## src/rtl/flash_mem_responder.sv

```systemverilog
// Memory-bus slave that serves aligned word reads from a SPI NOR flash using the 0x03 READ command.
// Writes, misaligned and out-of-window accesses get a one-cycle error response without touching SPI.
module flash_mem_responder #(
    parameter int unsigned MEM_W     = 32,
    parameter int unsigned CLK_DIV   = 2,
    parameter logic [31:0] ADDR_BASE = 32'h2000_0000,
    parameter logic [31:0] ADDR_SIZE = 32'h0100_0000
) (
    input  logic               clk,
    input  logic               rst,
    input  logic               mem_req_i,
    input  logic [31:0]        mem_addr_i,
    input  logic               mem_we_i,
    input  logic [MEM_W/8-1:0] mem_be_i,
    input  logic [MEM_W-1:0]   mem_wdata_i,
    output logic               mem_rvalid_o,
    output logic               mem_err_o,
    output logic [MEM_W-1:0]   mem_rdata_o,
    output logic               busy_o,
    output logic               spi_cs_n_o,
    output logic               spi_sck_o,
    output logic               spi_mosi_o,
    input  logic               spi_miso_i
);
    localparam int unsigned TOTAL_BITS = 32 + MEM_W;
    localparam int unsigned BIT_W      = $clog2(TOTAL_BITS + 1);
    localparam int unsigned DIV_W      = $clog2(2 * CLK_DIV);

    localparam logic [BIT_W-1:0] BIT_CMD_LAST = BIT_W'(31);
    localparam logic [BIT_W-1:0] BIT_TAIL     = BIT_W'(TOTAL_BITS);
    localparam logic [DIV_W-1:0] DIV_RISE     = DIV_W'(CLK_DIV - 1);
    localparam logic [DIV_W-1:0] DIV_HIGH     = DIV_W'(CLK_DIV);
    localparam logic [DIV_W-1:0] DIV_LAST     = DIV_W'(2 * CLK_DIV - 1);
    localparam logic [7:0]       CMD_READ     = 8'h03;

    typedef enum logic [2:0] {
        IDLE,
        ERR,
        CMD,
        DATA,
        RESP,
        GAP
    } state_t;

    state_t             state_q, state_d;
    logic [BIT_W-1:0]   bit_q, bit_d;
    logic [DIV_W-1:0]   div_q, div_d;
    logic [31:0]        tx_q, tx_d;
    logic [MEM_W-1:0]   rx_q, rx_d;
    logic [MEM_W-1:0]   rdata_q, rdata_d;
    logic               cs_n_q, cs_n_d;
    logic               sck_q, sck_d;
    logic               mosi_q, mosi_d;

    logic [32:0]        offset;
    logic               addr_ok;
    logic [31:0]        cmd_word;
    logic [MEM_W-1:0]   rx_le;

    logic               unused_bus;
    assign unused_bus = ^{mem_be_i, mem_wdata_i};

    // 33-bit offset so a window ending at 2^32 cannot wrap the compare
    always_comb begin
        offset   = {1'b0, mem_addr_i} - {1'b0, ADDR_BASE};
        addr_ok  = (mem_addr_i[1:0] == 2'b00) && (mem_addr_i >= ADDR_BASE)
                   && (offset < {1'b0, ADDR_SIZE});
        cmd_word = {CMD_READ, offset[23:0]};
    end

    // Bytes arrive MSB-first in rx_q; the first byte lands in the top and goes to rdata[7:0]
    always_comb begin
        rx_le = '0;
        for (int i = 0; i < MEM_W / 8; i++) begin
            rx_le[8*i +: 8] = rx_q[MEM_W-1-8*i -: 8];
        end
    end

    always_comb begin
        state_d = state_q;
        bit_d   = bit_q;
        div_d   = div_q;
        tx_d    = tx_q;
        rx_d    = rx_q;
        rdata_d = rdata_q;
        cs_n_d  = cs_n_q;
        sck_d   = sck_q;
        mosi_d  = mosi_q;

        case (state_q)
            IDLE: begin
                if (mem_req_i) begin
                    if (mem_we_i || !addr_ok) begin
                        state_d = ERR;
                        rdata_d = '0;
                    end else begin
                        state_d = CMD;
                        bit_d   = '0;
                        div_d   = '0;
                        tx_d    = cmd_word;
                        cs_n_d  = 1'b0;
                        sck_d   = 1'b0;
                        mosi_d  = cmd_word[31];
                    end
                end
            end
            ERR: begin
                state_d = IDLE;
            end
            CMD, DATA: begin
                // One trailing SCK-low cycle after the last bit gives CS hold before deselect
                if (state_q == DATA && bit_q == BIT_TAIL) begin
                    state_d = RESP;
                    cs_n_d  = 1'b1;
                    rdata_d = rx_le;
                end else begin
                    if (state_q == DATA && div_q == DIV_RISE) begin
                        rx_d = {rx_q[MEM_W-2:0], spi_miso_i};
                    end
                    if (div_q == DIV_LAST) begin
                        div_d = '0;
                        bit_d = bit_q + 1'b1;
                        sck_d = 1'b0;
                        if (state_q == CMD) begin
                            tx_d   = {tx_q[30:0], 1'b0};
                            mosi_d = tx_q[30];
                            if (bit_q == BIT_CMD_LAST) begin
                                state_d = DATA;
                                mosi_d  = 1'b0;
                            end
                        end
                    end else begin
                        div_d = div_q + 1'b1;
                        sck_d = (div_d >= DIV_HIGH);
                    end
                end
            end
            RESP: begin
                state_d = GAP;
                div_d   = '0;
            end
            GAP: begin
                if (div_q == DIV_LAST) begin
                    state_d = IDLE;
                end else begin
                    div_d = div_q + 1'b1;
                end
            end
            default: begin
                state_d = IDLE;
            end
        endcase
    end

    always_ff @(posedge clk or posedge rst) begin
        if (rst) begin
            state_q <= IDLE;
            bit_q   <= '0;
            div_q   <= '0;
            tx_q    <= '0;
            rx_q    <= '0;
            rdata_q <= '0;
            cs_n_q  <= 1'b1;
            sck_q   <= 1'b0;
            mosi_q  <= 1'b0;
        end else begin
            state_q <= state_d;
            bit_q   <= bit_d;
            div_q   <= div_d;
            tx_q    <= tx_d;
            rx_q    <= rx_d;
            rdata_q <= rdata_d;
            cs_n_q  <= cs_n_d;
            sck_q   <= sck_d;
            mosi_q  <= mosi_d;
        end
    end

    assign mem_rvalid_o = (state_q == RESP) || (state_q == ERR);
    assign mem_err_o    = (state_q == ERR);
    assign mem_rdata_o  = rdata_q;
    assign busy_o       = (state_q != IDLE);
    assign spi_cs_n_o   = cs_n_q;
    assign spi_sck_o    = sck_q;
    assign spi_mosi_o   = mosi_q;
endmodule

```

## config.mk

```make
export PLATFORM = sky130hd
export DESIGN_NAME = flash_mem_responder
export DESIGN_NICKNAME = d
export VERILOG_FILES = /design/src/rtl/flash_mem_responder.sv
export SDC_FILE = /design/constraint.sdc
export NUM_CORES = 1
export LEC_CHECK = 0
export ABC_AREA = 1
export BUFFER_PORTS_ARGS = -buffer_cell sky130_fd_sc_hd__buf_2
export CORE_UTILIZATION = 59
export DETAILED_ROUTE_END_ITERATION = 10
export GPL_ROUTABILITY_DRIVEN = 1
export MAX_ROUTING_LAYER = met4
export PLACE_DENSITY_LB_ADDON = 0.3
export SYNTH_ARGS = -nofsm -noshare
export SYNTH_HDL_FRONTEND = slang
export SYNTH_SLANG_ARGS = --single-unit
export TNS_END_PERCENT = 100
```

## constraint.sdc

```tcl
create_clock -name clk -period 7.9 [get_ports clk]
set_clock_uncertainty 0.15 [all_clocks]
set_input_delay 0.79 -clock clk [delete_from_list [all_inputs] [get_ports clk]]
set_output_delay 0.79 -clock clk [all_outputs]
set_load 0.005 [all_outputs]
```

==> reports/results.tsv, run 1 <==
stage	metric	value	unit
timing	Slew headroom	0.411	
final_layout	nets	776	
global_route	Global Route met1 Usage	0.331	
timing	hold_ws	0.308	ns
floorplan	Initial Util	0.620	
global_route	Global Route met2 Usage	0.400	
placement	placed insts	792	
power	Final Power	1.66	mW
global_route	met3 Track Usage GR	0.0553	
global_route	first-pass GRT wire length	17700	um
critical_path	crit-path cells	nor2_4, inv_2, nor2_4, inv_2, nand3_1, inv_2, nand3_2, nand2_1, nand2_1	
timing	Worst-Margin Slew	0.881	ns
global_route	number of global-route vias before repair	4064	
cts	post-cts resize count	0	
final_layout	P&R area growth vs syn	10.7	%
global_route	All-Layer GR Usage	0.255	
timing	Setup TNS Final	0	ns
final_layout	final instance area	0.00576	sq mm
cts	CTS hold repair buffers	0	
final_layout	post-layout util	0.687	
status	status	completed	
timing	fin. max-slew vios	0	
critical_path	WP data required	8.06	ns
routing	DR WL/cell	13.2	um
routing	post-route antenna net violation count	0	
final_layout	non-filler cells, final	808	
timing	f_max	307	MHz
cts	Clock Sinks	110	
routing	first-pass detailed-route iteration total	5	
placement	GPL Wtd Cong	0.866	
critical_path	critical path startpoint	state_q[2]	
cts	Worst-path clk slew	0.11	ns
power	Peak VDD IR	0.149	mV
timing	final setup margin	4.64	ns
yosys	post-synth cell types	30	
critical_path	CP delay by family, top	simple AND/OR/NAND/NOR gates	
global_route	busiest metal layer after global routing	met2	
final_layout	antenna fix cells	0	
routing	DRC	0	
yosys	Yosys Warn Count	0	
final_layout	# fillers	697	
critical_path	Crit-path slowest cell	nor2_4	
floorplan	core box area	0.00838	sq mm
critical_path	crit start category	flop	
timing	crit path time final	3.26	ns
cts	Worst-Skew Late Latency	0.38	ns
cts	Clock Tree Buf Depth	2	
yosys	Seq/Total Area, Yosys	0.530	
final_layout	Multi-input gate area	0.00200	sq mm
yosys	Post-Syn Area	0.00520	sq mm
critical_path	critical path class	reg -> reg	
floorplan	die area	0.00919	sq mm
critical_path	Worst path max stage delay	0.70	ns
placement	PortBufs	74	
timing	RSZ-0062 raised after global routing	false	
placement	DP Area	0.00556	sq mm
global_route	gr ovfl total	0	
critical_path	CP arrival	3.41	ns
critical_path	CP Max Fanout	42	
power	Leakage	2.94	nW
timing	final setup vio count	0	
routing	DRT iter0 DRCs	417	
final_layout	Register Area	0.00275	sq mm
critical_path	buffers and inverters on the worst path	3	
routing	Via Count	4387	
routing	Routed WL	10700	um
cts	Inserted Clock Buffers	9	
routing	via-per-instance ratio	5.43	
placement	Post-Place Worst Slack	4.41	ns
yosys	mean post-synth cell area	8.09	sq um
cts	CTS tree	done	
power	P per Cell Area	288	mW/mm^2
global_route	largest net degree at the start of global routing	65	
floorplan	FP Rows	33	
floorplan	die width	95.9	um
critical_path	R2R Path Start	state_q[2]	
placement	DP Wirelength	6790	um
cts	# Post-CTS Setup Buffers	0	
cts	H-Tree Depth	3	
job	Max Cap Violations	0	
timing	final count of hold timing violations	0	
final_layout	layout cells sized above 1	0.166	
floorplan	die height	95.9	um
global_route	initial antenna violation count	0	
yosys	Yosys reg bits	110	
timing	Final Cycle Share	0.412	
critical_path	most frequent CP cell	inv_2	
critical_path	crit end category	flop	
floorplan	Ports	111	
cts	Root Driver	clkbuf_8	
yosys	Synth Net Count	721	
min_path	Hold Path Class	in -> async	
yosys	Gate Count Post-Synth	643	
layer usage:
| metal | routed length [um] | share of wire |
|---|---|---|
| met5 | 0 | 0 |
| met1 | 4910 | 0.46 |
| met2 | 4920 | 0.46 |
| met3 | 661 | 0.062 |
| met4 | 218 | 0.020 |
area by class of cell:
type                    instances  share of cell area
clock buffers                   9              0.0215
inverters                      75              0.0493
multi-input cells             426               0.348
flip-flops and latches        110               0.478
repair buffers                 76              0.0670
clock inverters                 7              0.0133
well taps                     105              0.0228
cells in the mapped netlist:
cell type / instances / share of area
nand3_2: 2 / 0.0039
a21oi_1: 9 / 0.0087
buf_1: 1 / 0.00072
nor3_1: 3 / 0.0029
clkbuf_1: 11 / 0.0079
nand3_1: 14 / 0.013
a21oi_4: 1 / 0.0031
a211oi_1: 1 / 0.0014
buf_2: 17 / 0.016
dfrtp_1: 109 / 0.52
nand2_1: 221 / 0.16
nand4_1: 41 / 0.049
nor2_1: 35 / 0.025
nor3_2: 1 / 0.0019
inv_1: 69 / 0.050
ha_1: 5 / 0.012
and2_1: 1 / 0.0012
inv_2: 6 / 0.0043
dfstp_2: 1 / 0.0051
o21ai_1: 35 / 0.034
and2_4: 1 / 0.0017
nor2_4: 4 / 0.0087
buf_6: 3 / 0.0065
nor2_8: 1 / 0.0039
nand2_4: 1 / 0.0022
or2_1: 1 / 0.0012
nand3_4: 1 / 0.0034
o21ai_0: 43 / 0.041
or2_2: 3 / 0.0036
nand2_2: 2 / 0.0024
kinds of logic (layout without fill, tap and decap cells):
kind of cell	after synthesis	count (layout)	synth area share
simple gates	332	332	0.284
fa+ha+maj	5	5	0.0120
flops	110	110	0.530
buf+inv	107	167	0.0857
compound gates	89	89	0.0883
registers in the layout, indices dropped and copies added (netlist names):
name	flops
spi_cs_n_o	1
spi_sck_o	1
spi_mosi_o	1
tx_q	31
rx_q	32
div_q	2
bit_q	7
mem_rdata_o	32
state_q	3
cell usage in the layout, fill, tap and decap left out, drive strengths merged:
master,netlist,layout
a211oi,1,1
a21oi,10,10
and2,2,2
buf,21,76
clkbuf,11,9
clkinv,0,3
clkinvlp,0,1
dfrtp,109,109
dfstp,1,1
ha,5,5
inv,75,78
nand2,224,224
nand3,17,17
nand4,41,41
nor2,40,40
nor3,4,4
o21ai,78,78
or2,4,4
power breakdown:
| part | total [mW] | leakage [nW] | internal [mW] | switching [mW] |
|---|---|---|---|---|
| combinational | 0.610 | 1.36 | 0.169 | 0.441 |
| sequential | 0.713 | 1.49 | 0.657 | 0.0563 |
| clock | 0.336 | 0.0992 | 0.125 | 0.211 |
| total | 1.66 | 2.94 | 0.951 | 0.708 |
path summary, 6_finish.rpt:
check | end | depth (start not counted) | slack [ns]
worst max-delay path | tx_q[4] | 9 | 4.64
worst min-delay path | tx_q[17] | 2 | 0.31
worst max register to register | tx_q[4] | 9 | 4.64
worst min register to register | spi_cs_n_o | 2 | 0.33
max in group asynchronous | mem_rdata_o[17] | 3 | 6.07
min in group clk | spi_cs_n_o | 2 | 0.33
Note: power is estimated with default switching activity, not from simulation.
==> run 2, diff against run 1 <==
- ABC_AREA: 1 -> 0
- CORE_UTILIZATION: 59 -> 49
- clock period: 7.9 -> 2.65 ns (I/O delays scaled with it)
==> run 2 against run 1 <==
- clock power rose to 2.9 times the previous value
- design area down 0.39%
- hold slack worse by 0.24 ns
- total power rose to 2.9 times the previous value
- utilization down 9.7 points
- worst setup slack worse by 4.4 ns
- routed wire length down 10%
- sequential cell count unchanged
- non-clock buffer count up 15
- synthesized cell count down 33%
- register-to-register slack worse by 4.4 ns
==> reports/results.tsv, run 2 <==
stage	metric	value	unit
yosys	synth cell count leaders	109 x dfrtp_1, 83 x nand2_1, 34 x mux2_2, 33 x a22o_1, 21 x mux2_1	
cts	H-Tree Depth	3	
critical_path	critical path class	reg -> reg	
floorplan	die height	102	um
cts	CTS tree	done	
timing	RSZ-0062 raised after global routing	false	
timing	final setup margin	0.197	ns
final_layout	most frequent cells in the layout	109 x dfrtp_1, 83 x nand2_1, 74 x buf_2, 34 x mux2_2, 33 x a22o_1	
floorplan	Initial Util	0.504	
yosys	post-synth cell types	47	
yosys	Yosys reg bits	110	
power	Leakage	2.93	nW
global_route	All-Layer GR Usage	0.208	
critical_path	CP Max Fanout	32	
yosys	ranking of synthesized cells by area	dfrtp_1 56%, mux2_2 7.8%, nand2_1 6.4%, a22o_1 5.9%, mux2_1 4.8%	
yosys	mean post-synth cell area	11.4	sq um
power	Peak VDD IR	0.400	mV
floorplan	Ports	111	
final_layout	commonest non-fill, non-tap cell in the layout	dfrtp_1	
global_route	number of global-route vias before repair	3394	
placement	DP Area	0.00552	sq mm
cts	Inserted Clock Buffers	9	
min_path	Hold Path Class	in -> reg	
placement	PortBufs	74	
global_route	first-pass GRT wire length	16200	um
yosys	Synth async-reset ratio	1.00	
power	P per Cell Area	831	mW/mm^2
critical_path	crit end category	flop	
final_layout	layout cells sized above 1	0.298	
routing	first-pass detailed-route iteration total	4	
status	status	completed	
global_route	initial antenna violation count	0	
yosys	Synth Net Count	507	
routing	DRC	0	
routing	DR WL/cell	14.9	um
floorplan	FP Rows	36	
timing	crit path time final	2.45	ns
yosys	EDFF count, synth	0	
critical_path	CP arrival	2.56	ns
placement	Post-Place Worst Slack	-0.0118	ns
final_layout	antenna fix cells	0	
floorplan	core box area	0.00973	sq mm
routing	post-route antenna net violation count	0	
final_layout	# fillers	832	
yosys	Yosys Warn Count	0	
timing	Setup TNS Final	0	ns
critical_path	WP data required	2.76	ns
placement	GPL Wtd Cong	0.830	
routing	Routed WL	9630	um
cts	Worst-path clk slew	0.11	ns
floorplan	die width	102	um
routing	DRT iter0 DRCs	133	
global_route	largest net degree at the start of global routing	45	
global_route	gr ovfl total	0	
timing	final count of hold timing violations	0	
final_layout	final instance area	0.00573	sq mm
placement	DP Wirelength	6480	um
final_layout	P&R area growth vs syn	17.0	%
timing	Worst-Margin Slew	1.02	ns
routing	Via Count	3457	
floorplan	die area	0.0104	sq mm
cts	Clock Tree Buf Depth	2	
cts	Worst-Skew Late Latency	0.37	ns
yosys	Post-Syn Area	0.00490	sq mm
yosys	Synth top area share	0.557	
yosys	top_reg_cell synth	dfrtp_1	
yosys	largest area contributor in the netlist	dfrtp_1	
timing	final setup vio count	0	
cts	Clock Sinks	110	
final_layout	nets	586	
yosys	count leader, synth	dfrtp_1	
timing	fin. max-slew vios	0	
cts	Root Driver	clkbuf_8	
timing	Final Cycle Share	0.926	
job	Max Cap Violations	0	
routing	via-per-instance ratio	5.35	
yosys	Gate Count Post-Synth	429	
yosys	Seq/Total Area, Yosys	0.562	
timing	f_max	408	MHz
critical_path	crit start category	flop	
timing	Slew headroom	0.318	
run 2: cell count changes after synthesis, sizes merged, moves of 4 or more:
| cell | previous run | this run |
|---|---|---|
| nor2 | 40 | 13 |
| nor4 | 0 | 5 |
| nand3 | 17 | 4 |
| mux2i | 0 | 8 |
| inv | 75 | 19 |
| a22o | 0 | 33 |
| nand4 | 41 | 1 |
| nor3 | 4 | 9 |
| nand2 | 224 | 83 |
| buf | 21 | 9 |
| o21ai | 78 | 10 |
| mux2 | 0 | 55 |
| or2 | 4 | 0 |
| a31oi | 0 | 4 |
run 2: what timing repair did:
action / CTS / global route
buffers inserted: 0 / 0
endpoints found under the hold margin: 19 / 0
hold buffers: 2 / 0
resized for setup: 0 / 0
endpoints found under the setup margin: 0 / 0
run 2: critical path, stage by stage, from the launching register on:
cell	delay, ns
dfrtp_1	0.41
inv_1	0.07
ha_1	0.18
nor4bb_1	0.13
buf_4	0.16
a21oi_4	0.79
mux2_2	0.42
run 2: layout make-up:
cell class                      count  area (sq um)  area share
Clock buffer                       10           138      0.0240
Clock inverter                      6          51.3     0.00895
Inverter                           19          75.1      0.0131
Multi-Input combinational cell    277          2000       0.348
Sequential cell                   110          2750       0.480
Tap cell                          133           166      0.0290
Timing Repair Buffer               91           553      0.0965
run 2: metrics by stage:
| stage | hold WS [ns] | util | total power, mW | std cells |
|---|---|---|---|---|
| after floorplan | 0.267 | - | 3.35 | 429 |
| after global placement | 0.187 | 0.568 | 3.76 | 628 |
| after detailed placement | 0.193 | 0.568 | 3.84 | 628 |
| after CTS | 0.0494 | 0.589 | 4.81 | 646 |
| after global routing | 0.0553 | 0.589 | 5.09 | 646 |
| final | 0.0629 | 0.589 | 4.76 | 646 |
run 2: cells by family after synthesis:
logic type      share of synthesized area
xor+xnor                          0.00179
fa+ha+maj                          0.0128
flops                               0.562
compound gates                      0.120
mux                                 0.143
buf+inv                            0.0360
simple gates                        0.125
run 2: per-layer routing:
layer,part of all wire,up-vias,track usage
met5,0,-,-
met4,0.0091,0,0.0703
met3,0.045,7,0.0458
met2,0.46,83,0.309
met1,0.49,1707,0.283
li1,-,1660,-
run 2: where the power goes:
part,leakage [nW],internal [mW],switching (mW)
clock network,0.0992,0.383,0.585
registers,1.47,1.98,0.204
logic,1.36,0.718,0.895
run 2: final timing paths:
path / startpoint / end / slack [ns] / cells past startpoint
min in group asynchronous: rst / state_q[1] / 0.32 / 3
worst min register to register: tx_q[22] / tx_q[22] / 0.35 / 1
worst min-delay path: mem_addr_i[13] / tx_q[13] / 0.06 / 4
worst max-delay path: bit_q[1] / rx_q[27] / 0.20 / 6
worst max register to register: bit_q[1] / rx_q[27] / 0.20 / 6
max in group asynchronous: rst / mem_rdata_o[4] / 1.40 / 4
